`src/rtl/prog_loader_pkg.sv`:
```
// Shared definitions for the program loader.
//   - Command byte values recognised on the input stream.
//   - FSM state encodings (plain localparams so older tools and
//     legacy code that compares against raw codes keep working).
//   - Load target selector.
package prog_loader_pkg;

  localparam logic [7:0] CMD_LOAD_I = 8'h49;  // 'I'
  localparam logic [7:0] CMD_LOAD_D = 8'h44;  // 'D'
  localparam logic [7:0] CMD_RUN    = 8'h47;  // 'G'
  localparam logic [7:0] CMD_HALT   = 8'h48;  // 'H'

  localparam logic [2:0] ST_IDLE   = 3'd0;
  localparam logic [2:0] ST_CNT_LO = 3'd1;
  localparam logic [2:0] ST_CNT_HI = 3'd2;
  localparam logic [2:0] ST_DATA   = 3'd3;
  localparam logic [2:0] ST_WRITE  = 3'd4;
  localparam logic [2:0] ST_RUN    = 3'd5;

  typedef enum logic {
    TGT_I = 1'b0,
    TGT_D = 1'b1
  } target_t;

endpackage

```
`src/rtl/prog_loader_word_packer.sv`:
```
// Little-endian word assembler for the program loader.
// Ports:
//   clk, rst      clock, asynchronous active-low reset
//   clear         restart assembly at byte 0 with an empty word
//   byte_vld      a byte is being accepted this cycle
//   byte_dat      the accepted byte
//   word          assembled word (byte k lands in bits 8k+7:8k)
//   word_done     high on the cycle the last byte of a word is accepted
module loader_word_packer #(
  parameter int DATA_WIDTH = 32
) (
  input  logic                  clk,
  input  logic                  rst,
  input  logic                  clear,
  input  logic                  byte_vld,
  input  logic [7:0]            byte_dat,
  output logic [DATA_WIDTH-1:0] word,
  output logic                  word_done
);

  logic [1:0] idx;

  // Index wraps 3 -> 0 on the last byte, so the next word starts clean
  // without an explicit clear between consecutive words.
  always_ff @(posedge clk or negedge rst) begin
    if (!rst) begin
      idx  <= 2'd0;
      word <= '0;
    end else if (clear) begin
      idx  <= 2'd0;
      word <= '0;
    end else if (byte_vld) begin
      word[{idx, 3'b000} +: 8] <= byte_dat;
      idx                      <= idx + 2'd1;
    end
  end

  assign word_done = byte_vld && (idx == 2'd3);

endmodule

```
`src/rtl/prog_loader.sv`:
```
// Byte-stream program loader for the rv32i_sc core.
// Receives framed bytes over valid/ready, assembles little-endian words
// and writes them to sequential word addresses of the instruction or
// data BRAM, then releases the core on a run command.
// Ports:
//   clk, rst            clock, asynchronous active-low reset
//   s_dat/s_valid/s_ready  input byte stream handshake
//   w_addr, w_dat, w_byte_enb  shared BRAM write port
//   i_w_enb, d_w_enb    per-BRAM write strobes (one cycle per word)
//   d_bram_init_done    core owns the data-BRAM write port
//   pc_stall, core_rst  core hold controls (high while not running)
//   busy                a load frame is in progress
//   err                 sticky protocol error, cleared only by reset
module prog_loader
  import prog_loader_pkg::*;
#(
  parameter int ADDR_WIDTH = 12,
  parameter int DATA_WIDTH = 32,
  parameter int MAX_WORDS  = 1024
) (
  input  logic                  clk,
  input  logic                  rst,
  input  logic [7:0]            s_dat,
  input  logic                  s_valid,
  output logic                  s_ready,
  output logic [ADDR_WIDTH-1:0] w_addr,
  output logic [DATA_WIDTH-1:0] w_dat,
  output logic [3:0]            w_byte_enb,
  output logic                  i_w_enb,
  output logic                  d_w_enb,
  output logic                  d_bram_init_done,
  output logic                  pc_stall,
  output logic                  core_rst,
  output logic                  busy,
  output logic                  err
);

  localparam logic [16:0] MAX_N = 17'(MAX_WORDS);

  logic [2:0]            state;
  target_t               tgt;
  logic [15:0]           cnt;
  logic [ADDR_WIDTH-1:0] addr;
  logic                  ready_en;
  logic                  run_q;
  logic                  err_q;
  logic                  accept;
  logic                  in_write;
  logic                  pk_clear;
  logic                  pk_vld;
  logic                  word_done;
  logic [15:0]           n_words;

  // ready_en keeps s_ready low during reset and rises on the first clock
  // after release, independently of the combinational state decode.
  assign s_ready  = ready_en && (state != ST_WRITE);
  assign accept   = s_valid && s_ready;
  assign in_write = (state == ST_WRITE);
  assign n_words  = {s_dat, cnt[7:0]};

  assign pk_clear = accept && (state == ST_IDLE) &&
                    ((s_dat == CMD_LOAD_I) || (s_dat == CMD_LOAD_D));
  assign pk_vld   = accept && (state == ST_DATA);

  loader_word_packer #(
    .DATA_WIDTH (DATA_WIDTH)
  ) u_packer (
    .clk       (clk),
    .rst       (rst),
    .clear     (pk_clear),
    .byte_vld  (pk_vld),
    .byte_dat  (s_dat),
    .word      (w_dat),
    .word_done (word_done)
  );

  always_ff @(posedge clk or negedge rst) begin
    if (!rst) begin
      state    <= ST_IDLE;
      tgt      <= TGT_I;
      cnt      <= 16'd0;
      addr     <= '0;
      ready_en <= 1'b0;
      run_q    <= 1'b0;
      err_q    <= 1'b0;
    end else begin
      ready_en <= 1'b1;
      // Run flags follow the state one cycle late so 'G'/'H' take effect
      // on the edge after the command is accepted, all three together.
      run_q    <= (state == ST_RUN);
      case (state)
        ST_IDLE: begin
          if (accept) begin
            case (s_dat)
              CMD_LOAD_I: begin
                tgt   <= TGT_I;
                addr  <= '0;
                state <= ST_CNT_LO;
              end
              CMD_LOAD_D: begin
                tgt   <= TGT_D;
                addr  <= '0;
                state <= ST_CNT_LO;
              end
              CMD_RUN:  state <= ST_RUN;
              CMD_HALT: state <= ST_IDLE;
              default:  err_q <= 1'b1;
            endcase
          end
        end
        ST_CNT_LO: begin
          if (accept) begin
            cnt[7:0] <= s_dat;
            state    <= ST_CNT_HI;
          end
        end
        ST_CNT_HI: begin
          if (accept) begin
            cnt[15:8] <= s_dat;
            state     <= (n_words == 16'd0) ? ST_IDLE : ST_DATA;
            // Oversized loads are flagged but still performed; the
            // address simply wraps around the BRAM.
            if ({1'b0, n_words} > MAX_N) err_q <= 1'b1;
          end
        end
        ST_DATA: begin
          if (word_done) state <= ST_WRITE;
        end
        ST_WRITE: begin
          addr  <= addr + ADDR_WIDTH'(4);
          cnt   <= cnt - 16'd1;
          state <= (cnt == 16'd1) ? ST_IDLE : ST_DATA;
        end
        ST_RUN: begin
          if (accept && (s_dat == CMD_HALT)) state <= ST_IDLE;
        end
        default: state <= ST_IDLE;
      endcase
    end
  end

  assign w_addr           = addr;
  assign w_byte_enb       = in_write ? 4'b1111 : 4'b0000;
  assign i_w_enb          = in_write && (tgt == TGT_I);
  assign d_w_enb          = in_write && (tgt == TGT_D);
  assign d_bram_init_done = run_q;
  assign pc_stall         = !run_q;
  assign core_rst         = !run_q;
  assign busy             = (state == ST_CNT_LO) || (state == ST_CNT_HI) ||
                            (state == ST_DATA)   || (state == ST_WRITE);
  assign err              = err_q;

endmodule

```
`config.mk`:
```
export PLATFORM = sky130hd
export DESIGN_NAME = prog_loader
export DESIGN_NICKNAME = d
export VERILOG_FILES = /design/src/rtl/prog_loader_pkg.sv /design/src/rtl/prog_loader_word_packer.sv /design/src/rtl/prog_loader.sv
export SDC_FILE = /design/constraint.sdc
export NUM_CORES = 1
export LEC_CHECK = 0
export CORE_ASPECT_RATIO = 1.75
export CORE_MARGIN = 2
export CORE_UTILIZATION = 45
export CTS_CLUSTER_DIAMETER = 40
export DETAILED_ROUTE_END_ITERATION = 10
export MAX_ROUTING_LAYER = met4
export PLACE_DENSITY = 0.79
export SYNTH_ARGS = -nofsm -noshare
export SYNTH_HDL_FRONTEND = slang
export SYNTH_SLANG_ARGS = --single-unit
export TNS_END_PERCENT = 10
```
`constraint.sdc`:
```
create_clock -name clk -period 3.8 [get_ports clk]
set_clock_uncertainty 0.1 [all_clocks]
set_input_delay 0.76 -clock clk [delete_from_list [all_inputs] [get_ports clk]]
set_output_delay 0.76 -clock clk [all_outputs]
set_load 0.05 [all_outputs]
```
-- Word-level counts from Yosys, hierarchy flattened
Cells that the tools add are included.
Widths: inputs -> output; s select.
- logic and storage cells: 96
- output and inout port bits: 56
- bits of input ports: 11
- register bits: 69
- mux-type cells: 27
- equality and inequality tests: 21
- reductions and logical operators: 30
- add/subtract/negate cells: 4
- bitwise gates (word level): 1
- shift operators: 2
- magnitude comparators: 1
- operators by type and width (kind ; number):
    $mux 32 ; 2
    $bwmux 32 ; 1
    $eq 8x7->1 const B ; 4
    $pmux 8 s2 ; 2
    $shift 8x7->32 const A ; 1
    $shiftx 8x7->32 ; 1
    $mux 12 ; 2
    $pmux 12 s2 ; 1
    $pmux 3 s6 ; 1
    $eq 16x1->1 const B ; 1
    $gt 16x11->1 const B ; 1
    $logic_not 16->1 ; 1
    $sub 16x1->16 const B ; 1
    $mux 3 ; 5
    $add 12x3->12 const B ; 1
    $ne 2x2->1 const B ; 6
    $reduce_bool 2->1 ; 6
    $logic_and 1x1->1 ; 9
    $pmux 3 s3 ; 1
    $mux 2 ; 4
    $mux 8 ; 1
    $neg 5->7 ; 1
    $eq 3x2->1 const B ; 2
    $eq 3x3->1 const B ; 2
    other kinds (19) ; 29

-- Logic depth before layout (Yosys ltp)
Gate-level depths: netlist of the first run.
- word-level depth: 7
- depth in mapped cells: 8
- gate-level depth less buffers: 7

-- Cells and area by module
From an unflattened synthesis of the first run, not the netlist that was laid out.
- cell total of the unflattened synthesis: 340
- area, all modules: 3497.1 µm²
- modules (own cells, without submodules) (module ; cells an instance ; area each (µm²) ; seq. area each (µm²) ; times used):
    prog_loader ; 234 ; 2038.2 ; 825.8 ; 1
    loader_word_packer ; 106 ; 1458.9 ; 850.8 ; 1

-- Worst setup path after synthesis of the first run
OpenSTA, ideal clock, no wires.
- path kind: input port to flip-flop
- start: input port s_dat[4]
- end: register addr[11], in the netlist w_addr[11]
- stages on the path: 6
- setup slack: 1.074 ns
- data arrival time: 2.504 ns
- path buffers: 1
- cell sequence: buf_2 > or4b_4 > a2111o_1 > a2111oi_4 > xnor2_1 > nor2_1
- cells in the longest elaborated chain, start to end: 4
- elaborated cells between the ends (all ways): 5
- classes of those cells: eq/ne: 3; reduce/logical: 2
- RTL lines (item ; RTL line ; source):
    start: declaration ; prog_loader.sv:23 ; input logic [7:0] s_dat,
    $eq 8x7->1 ; prog_loader.sv:94 ; case (s_dat)
    $reduce_or 2->1 (no line) * ; -- ;
    $ne 2x2->1 (no line) * ; -- ;
    $reduce_and 3->1 (no line) * ; -- ;
    end signal: assignment ; prog_loader.sv:130 ; addr <= addr + ADDR_WIDTH'(4);
    end: declaration ; prog_loader.sv:43 ; logic [ADDR_WIDTH-1:0] addr;
Every way passes the cells marked *; elsewhere a longest branch is shown, timed or not.
A chain may end at the register's enable or synchronous reset.

-- Worst setup path after layout of the first run
- start: register state[1]
- end: output port s_ready
- cells in the longest elaborated chain, start to end: 2
- RTL lines (item ; RTL line ; source):
    start: declaration ; prog_loader.sv:40 ; logic [2:0] state;
    start signal: assignment ; prog_loader.sv:120 ; state <= (n_words == 16'd0) ? ST_IDLE : ST_DATA;
    start signal: assignment ; prog_loader.sv:132 ; state <= (cnt == 16'd1) ? ST_IDLE : ST_DATA;
    $ne 3x3->1 ; prog_loader.sv:56 ; assign s_ready = ready_en && (state != ST_WRITE);
    $logic_and 1x1->1 ; prog_loader.sv:56 ;
    end: declaration ; prog_loader.sv:25 ; output logic s_ready,
No other way between the ends.

==> results of run 1 <==
## logic make-up after synthesis
logic type      synth area share (%)
mux                            0.882
fa+ha+maj                       3.17
compound gates                  20.5
other cells                    0.212
xor+xnor                        2.72
flops                           47.3
simple gates                    20.0
buf+inv                         5.26
## worst paths after layout
path	cells past startpoint	endpoint	slack [ns]	startpoint
setup / recovery	6	s_ready	0.59	state[1]$_DFFE_PN0P_
hold / removal	2	u_packer.word[25]$_DFFE_PN0P_	0.39	u_packer.word[25]$_DFFE_PN0P_
setup reg to reg	5	u_packer.word[4]$_DFFE_PN0P_	1.17	u_packer.idx[0]$_DFFE_PN0P_
hold reg to reg	2	u_packer.word[25]$_DFFE_PN0P_	0.39	u_packer.word[25]$_DFFE_PN0P_
max in group asynchronous	2	cnt[7]$_DFFE_PN0P_	2.45	rst
min in group asynchronous	1	w_addr[6]$_DFFE_PN0P_	0.40	rst
## synthesized netlist by cell type (all sizes together), types with 9 or more instances
cell type / instances
inv: 10
nand3: 15
ha: 9
clkbuf: 17
dfrtp: 67
o21ai: 20
a22o: 23
xnor2: 11
nand2: 30
buf: 12
nor2: 35
a21oi: 18
## layer usage
metal / part of all wire [%] / vias up
li1: - / 1453
met1: 38 / 1547
met2: 52 / 156
met3: 5.2 / 41
met4: 4.9 / 0
met5: 0 / -
## area by class of cell
type	count	area, um2
fillers	615	3060
multi-input cells	257	1690
flip-flops and latches	67	1680
repair buffers	82	758
clock buffers	11	243
well taps	88	110
clock inverters	4	51.3
inverters	10	37.5
## flip-flops by register name (all words and copies together), names as in the netlist
name	count
w_addr	10
d_bram_init_done	1
cnt	16
state	3
ready_en	1
u_packer.word	32
u_packer.idx	2
tgt	1
err	1
## stage by stage
| step | setup slack [ns] | instance area, um2 |
|---|---|---|
| CTS | 0.631 | 4560 |
| finish | 0.595 | 4560 |
| global route | 0.485 | 4560 |
| floorplan | 1.07 | 3550 |
| detailed placement | 0.606 | 4270 |
| global placement | 0.665 | 4270 |
## worst max-delay path, delay by kind of cell, from the launching register on
family,cells,cell delay (ns)
simple gates,3,0.34
flops,1,0.60
buf+inv,3,1.06
## power by group through the flow
stage | combinational [mW] | clock (mW) | sequential (mW)
global route | 1.22 | 0.861 | 1.11
detailed placement | 1.12 | 0 | 1.09
floorplan | 0.520 | 0 | 1.32
finish | 1.13 | 0.824 | 1.08
global placement | 1.10 | 0 | 1.08
CTS | 1.13 | 0.830 | 1.08
==> run_summary.xml, run 1 <==
<?xml version="1.0" encoding="UTF-8"?>
<metrics>
  <group name="run_status">
    <metric name="status" unit="">finished, final reports clean</metric>
  </group>
  <group name="clocking">
    <metric name="root_buffer" unit="">clkbuf_16</metric>
    <metric name="post_cts_resize_count" unit="">0</metric>
    <metric name="cts.clk_slew.worst_paths" unit="ns">0.05</metric>
    <metric name="post_cts.repair.setup_buffers" unit="">0</metric>
    <metric name="cts_max_level" unit="">3</metric>
    <metric name="cts.hold.buffers_added" unit="">0</metric>
    <metric name="clkSinkCount" unit="">67</metric>
    <metric name="cts_made_buffers" unit="">9</metric>
    <metric name="clock_latency" unit="ns">0.34</metric>
    <metric name="clock_tree.buffer_depth" unit="">2</metric>
    <metric name="tritoncts" unit="">yes</metric>
  </group>
  <group name="placed_design">
    <metric name="place_congestion" unit="">0.925</metric>
    <metric name="dp_hpwl" unit="um">6700</metric>
    <metric name="numPortBuffers" unit="">64</metric>
    <metric name="place.detailed.instances" unit="">504</metric>
  </group>
  <group name="sta">
    <metric name="unrepaired_setup_endpoints_after_global_routing" unit="">no</metric>
    <metric name="setup_viol" unit="">0</metric>
    <metric name="fmax" unit="GHz">0.312</metric>
    <metric name="finalSetupTns" unit="ns">0</metric>
    <metric name="fin_hold_ws" unit="ns">0.391</metric>
    <metric name="final_hold_viol_count" unit="">0</metric>
    <metric name="worst-slew-pin-transition" unit="ns">1.15</metric>
    <metric name="drv_slew" unit="">0</metric>
    <metric name="fin_crit_sh" unit="%">84.3</metric>
    <metric name="period_needed" unit="ns">3.21</metric>
    <metric name="maxSlewHeadroom" unit="%">22.6</metric>
  </group>
  <group name="drt">
    <metric name="route.vias.total" unit="">3197</metric>
    <metric name="detail_route.drc_violations" unit="">0</metric>
    <metric name="drtAntennaViolNets" unit="">0</metric>
    <metric name="detail_route.vias_per_cell" unit="">6.16</metric>
    <metric name="first_pass_iters" unit="">8</metric>
    <metric name="wl_per_cell" unit="um">18.0</metric>
    <metric name="routed_wl" unit="um">9370</metric>
    <metric name="drt-initial-drc-count" unit="">258</metric>
  </group>
  <group name="grt">
    <metric name="pin_count_of_the_biggest_net_entering_global_routing" unit="">36</metric>
    <metric name="gr-usage-all-layers" unit="%">23.7</metric>
    <metric name="gr-usage-met1" unit="%">26.7</metric>
    <metric name="grt_antenna_before_repair" unit="">0</metric>
    <metric name="busiest_layer" unit="">met2</metric>
    <metric name="global_route.usage.met3" unit="%">3.90</metric>
    <metric name="globalRoute.totalOverflow" unit="">0</metric>
    <metric name="met2_usage" unit="%">38.4</metric>
    <metric name="grt_pass1_wl" unit="um">15400</metric>
    <metric name="number_of_global_route_vias_before_repair" unit="">3150</metric>
  </group>
  <group name="logic_synthesis">
    <metric name="postSynthAreaPerCell" unit="um2">9.80</metric>
    <metric name="synth-warning-count" unit="">0</metric>
    <metric name="postSynth.asyncResetShare" unit="%">100</metric>
    <metric name="syn_area" unit="um2">3550</metric>
    <metric name="netlist_top_cells_area" unit="">dfrtp_1 (47%), a22o_1 (5.7%), nor2_1 (3.7%)</metric>
    <metric name="synth_largest_area_cell" unit="">dfrtp_1</metric>
    <metric name="synth_seq_cells" unit="">67</metric>
    <metric name="netlist-cell-type-count" unit="">64</metric>
    <metric name="synth_top_flop_cell" unit="">dfrtp_1</metric>
    <metric name="ys_seq_area_share" unit="%">47.3</metric>
    <metric name="syn_inst" unit="">362</metric>
    <metric name="edff_count_synth" unit="">0</metric>
    <metric name="netlist.area_leader.share" unit="%">47.3</metric>
  </group>
  <group name="worst_setup_path">
    <metric name="worst_setup_path_end_kind" unit="">output port</metric>
    <metric name="timing.critical_path.slowest_stage_cell" unit="">clkdlybuf4s50_1</metric>
    <metric name="worst-setup-path-type" unit="">flop to output port</metric>
    <metric name="critPathArrivalTime" unit="ns">2.35</metric>
    <metric name="worstPathRequired" unit="ns">2.94</metric>
    <metric name="worst_setup_path_start_kind" unit="">flop</metric>
    <metric name="timing.critical_path.cells" unit="">nor2_1, nand2_1, buf_4, inv_1, nor2b_1, clkdlybuf4s50_1</metric>
    <metric name="cp_slowest_stage_delay" unit="ns">0.82</metric>
    <metric name="timing.critical_path.fanout_max" unit="">17</metric>
  </group>
  <group name="floorplan">
    <metric name="die_area" unit="um2">8640</metric>
    <metric name="design.core.area" unit="um2">7620</metric>
    <metric name="die_h" unit="um">121</metric>
    <metric name="floorplan.initialDensity" unit="%">46.6</metric>
    <metric name="placement_rows" unit="">42</metric>
    <metric name="die_width" unit="um">71.1</metric>
    <metric name="i_o_pin_count" unit="">67</metric>
  </group>
  <group name="power">
    <metric name="areal_power_density_over_the_cells" unit="nW/um2">666</metric>
    <metric name="share_comb_of_total_power" unit="%">37.3</metric>
    <metric name="vdd_ir_drop_max" unit="mV">0.419</metric>
    <metric name="design_power_total" unit="mW">3.04</metric>
    <metric name="sw_frac_of_total" unit="%">38.7</metric>
    <metric name="switching_power" unit="mW">1.18</metric>
    <metric name="seq_power_share" unit="%">35.6</metric>
    <metric name="p_leak" unit="nW">1.89</metric>
    <metric name="internal_power" unit="mW">1.86</metric>
    <metric name="clkPwrFrac" unit="%">27.1</metric>
  </group>
  <group name="final_layout">
    <metric name="final_common_cell" unit="">dfrtp_1</metric>
    <metric name="final_cell_mix" unit="">dfrtp_1 (67), clkdlybuf4s50_1 (58), nor2_1 (35), nand2_1 (30)</metric>
    <metric name="area_growth" unit="%">28.7</metric>
    <metric name="final_layout_size_suffix_gt1_share" unit="%">11.1</metric>
    <metric name="nets" unit="">447</metric>
    <metric name="stdcell_count" unit="">519</metric>
    <metric name="diodes_inserted" unit="">0</metric>
    <metric name="utilization" unit="%">59.9</metric>
  </group>
  <group name="run">
    <metric name="cap_violations" unit="">0</metric>
  </group>
  <group name="hold_path">
    <metric name="kind_of_path_behind_the_tightest_hold_check" unit="">flop to flop</metric>
  </group>
</metrics>
(Power assumes the default switching activity.)
==> inputs of run 2 (changes only) <==
- clock period: 3.8 -> 3.2 ns (I/O delays scaled with it)
==> run_summary.xml, run 2 (synthesized netlist as in run 1, its figures left out) <==
<?xml version="1.0" encoding="UTF-8"?>
<metrics>
  <group name="run_status">
    <metric name="status" unit="">finished, final reports clean</metric>
  </group>
  <group name="sta">
    <metric name="maxSlewHeadroom" unit="%">50.8</metric>
    <metric name="drv_slew" unit="">0</metric>
    <metric name="final_hold_viol_count" unit="">0</metric>
    <metric name="unrepaired_setup_endpoints_after_global_routing" unit="">no</metric>
    <metric name="fin_crit_sh" unit="%">89.5</metric>
    <metric name="setup_viol" unit="">0</metric>
    <metric name="period_needed" unit="ns">2.86</metric>
    <metric name="worst-slew-pin-transition" unit="ns">0.737</metric>
    <metric name="fin_hold_ws" unit="ns">0.271</metric>
    <metric name="finalSetupTns" unit="ns">0</metric>
    <metric name="fin_ws" unit="ns">0.336</metric>
    <metric name="fmax" unit="GHz">0.349</metric>
  </group>
  <group name="placed_design">
    <metric name="dp_hpwl" unit="um">6780</metric>
    <metric name="place.detailed.instances" unit="">506</metric>
    <metric name="pre_cts_ws" unit="ns">0.129</metric>
    <metric name="numPortBuffers" unit="">64</metric>
    <metric name="place_congestion" unit="">0.909</metric>
    <metric name="placedInstanceArea" unit="um2">4370</metric>
  </group>
  <group name="clocking">
    <metric name="cts_made_buffers" unit="">9</metric>
    <metric name="cts.hold.buffers_added" unit="">0</metric>
    <metric name="clkSinkCount" unit="">67</metric>
    <metric name="root_buffer" unit="">clkbuf_16</metric>
    <metric name="cts_max_level" unit="">3</metric>
    <metric name="post_cts_resize_count" unit="">0</metric>
    <metric name="post_cts.repair.setup_buffers" unit="">0</metric>
    <metric name="cts.clk_slew.worst_paths" unit="ns">0.05</metric>
    <metric name="clock_tree.buffer_depth" unit="">2</metric>
    <metric name="tritoncts" unit="">yes</metric>
    <metric name="clock_latency" unit="ns">0.33</metric>
  </group>
  <group name="final_layout">
    <metric name="final_cell_mix" unit="">dfrtp_1 (67), clkdlybuf4s50_1 (56), nor2_1 (35), nand2_1 (30), a22o_1 (23)</metric>
    <metric name="final.fill_count" unit="">624</metric>
    <metric name="final_area" unit="um2">4680</metric>
    <metric name="registers.top_by_ff_count" unit="">u_packer.word</metric>
    <metric name="final_common_cell" unit="">dfrtp_1</metric>
    <metric name="diodes_inserted" unit="">0</metric>
    <metric name="largest_register_ff_count" unit="">32</metric>
    <metric name="final_layout_size_suffix_gt1_share" unit="%">12.0</metric>
    <metric name="stdcell_count" unit="">522</metric>
    <metric name="area_growth" unit="%">31.9</metric>
    <metric name="utilization" unit="%">61.4</metric>
    <metric name="nets" unit="">449</metric>
    <metric name="multi_input_comb_area" unit="um2">1690</metric>
    <metric name="seq_area" unit="um2">1680</metric>
  </group>
  <group name="grt">
    <metric name="gr-usage-all-layers" unit="%">23.7</metric>
    <metric name="number_of_global_route_vias_before_repair" unit="">3123</metric>
    <metric name="grt_antenna_before_repair" unit="">0</metric>
    <metric name="grt_pass1_wl" unit="um">15400</metric>
    <metric name="pin_count_of_the_biggest_net_entering_global_routing" unit="">39</metric>
    <metric name="globalRoute.totalOverflow" unit="">0</metric>
  </group>
  <group name="floorplan">
    <metric name="die_width" unit="um">71.1</metric>
    <metric name="design.core.area" unit="um2">7620</metric>
    <metric name="placement_rows" unit="">42</metric>
    <metric name="i_o_pin_count" unit="">67</metric>
    <metric name="die_area" unit="um2">8640</metric>
    <metric name="floorplan.initialDensity" unit="%">46.6</metric>
    <metric name="die_h" unit="um">121</metric>
  </group>
  <group name="hold_path">
    <metric name="kind_of_path_behind_the_tightest_hold_check" unit="">input port to async pin</metric>
  </group>
  <group name="drt">
    <metric name="drt-initial-drc-count" unit="">350</metric>
    <metric name="route.vias.total" unit="">3205</metric>
    <metric name="routed_wl" unit="um">9510</metric>
    <metric name="first_pass_iters" unit="">5</metric>
    <metric name="detail_route.drc_violations" unit="">0</metric>
    <metric name="wl_per_cell" unit="um">18.2</metric>
    <metric name="drtAntennaViolNets" unit="">0</metric>
    <metric name="detail_route.vias_per_cell" unit="">6.14</metric>
  </group>
  <group name="power">
    <metric name="vdd_ir_drop_max" unit="mV">0.514</metric>
    <metric name="design_power_total" unit="mW">3.66</metric>
    <metric name="areal_power_density_over_the_cells" unit="nW/um2">783</metric>
    <metric name="p_leak" unit="nW">1.94</metric>
  </group>
  <group name="worst_setup_path">
    <metric name="timing.critical_path.fanout_max" unit="">6</metric>
    <metric name="worst-setup-path-type" unit="">flop to output port</metric>
    <metric name="critPathArrivalTime" unit="ns">2.12</metric>
    <metric name="worst_setup_path_start_kind" unit="">flop</metric>
    <metric name="worstPathRequired" unit="ns">2.46</metric>
    <metric name="worst_setup_path_end_kind" unit="">output port</metric>
  </group>
  <group name="run">
    <metric name="cap_violations" unit="">0</metric>
  </group>
</metrics>
[run 2: changes by cell type in the layout (fill, tap and decap cells not counted), sizes merged]
cell / previous run / this run
buf: 24 / 28
clkdlybuf4s50: 58 / 56
bufinv: 1 / 2
[run 2: area by class of cell]
class | instances | share of cell area, %
Clock buffer | 11 | 4.97
Clock inverter | 5 | 1.66
Inverter | 10 | 0.802
Multi-Input combinational cell | 257 | 36.1
Sequential cell | 67 | 35.8
Tap cell | 88 | 2.35
Timing Repair Buffer | 84 | 18.3
[run 2: path summary, 6_finish.rpt]
check,start,end,slack (ns),cells after the start
max,state[0]$_DFFE_PN0P_,busy,0.34,3
min,rst,w_addr[8]$_DFFE_PN0P_,0.27,1
max reg2reg,state[0]$_DFFE_PN0P_,cnt[14]$_DFFE_PN0P_,0.77,7
min reg2reg,u_packer.word[9]$_DFFE_PN0P_,u_packer.word[9]$_DFFE_PN0P_,0.38,2
max in group asynchronous,rst,ready_en$_DFF_PN0_,2.07,2
min in group clk,u_packer.word[9]$_DFFE_PN0P_,u_packer.word[9]$_DFFE_PN0P_,0.38,2
[run 2: routing by layer]
layer | part of all wire, % | vias to the layer above | GRT usage (%) | wire length [um]
li1 | - | 1459 | - | -
met5 | 0 | - | - | 0
met3 | 5.5 | 34 | 4.07 | 526
met2 | 53 | 148 | 40.7 | 5080
met4 | 4.1 | 0 | 13.2 | 387
met1 | 37 | 1564 | 25.6 | 3520
[run 2: power breakdown]
group          switching [mW]  internal, mW  leakage (nW)
Sequential              0.207          1.06         0.846
Clock                   0.353         0.679         0.150
Combinational           0.833         0.529         0.946
[run 2: worst max-delay path, stage by stage (launching register included)]
cell             delay [ns]
dfrtp_1                0.38
nor2_1                 0.39
xnor2_1                0.19
clkdlybuf4s50_1        0.84
==> inputs of run 3 (changes only) <==
- SKIP_LAST_GASP: unset -> 1
==> results of run 3 <==
Same layout as run 2: the final DEF is identical, and so are final timing and power.
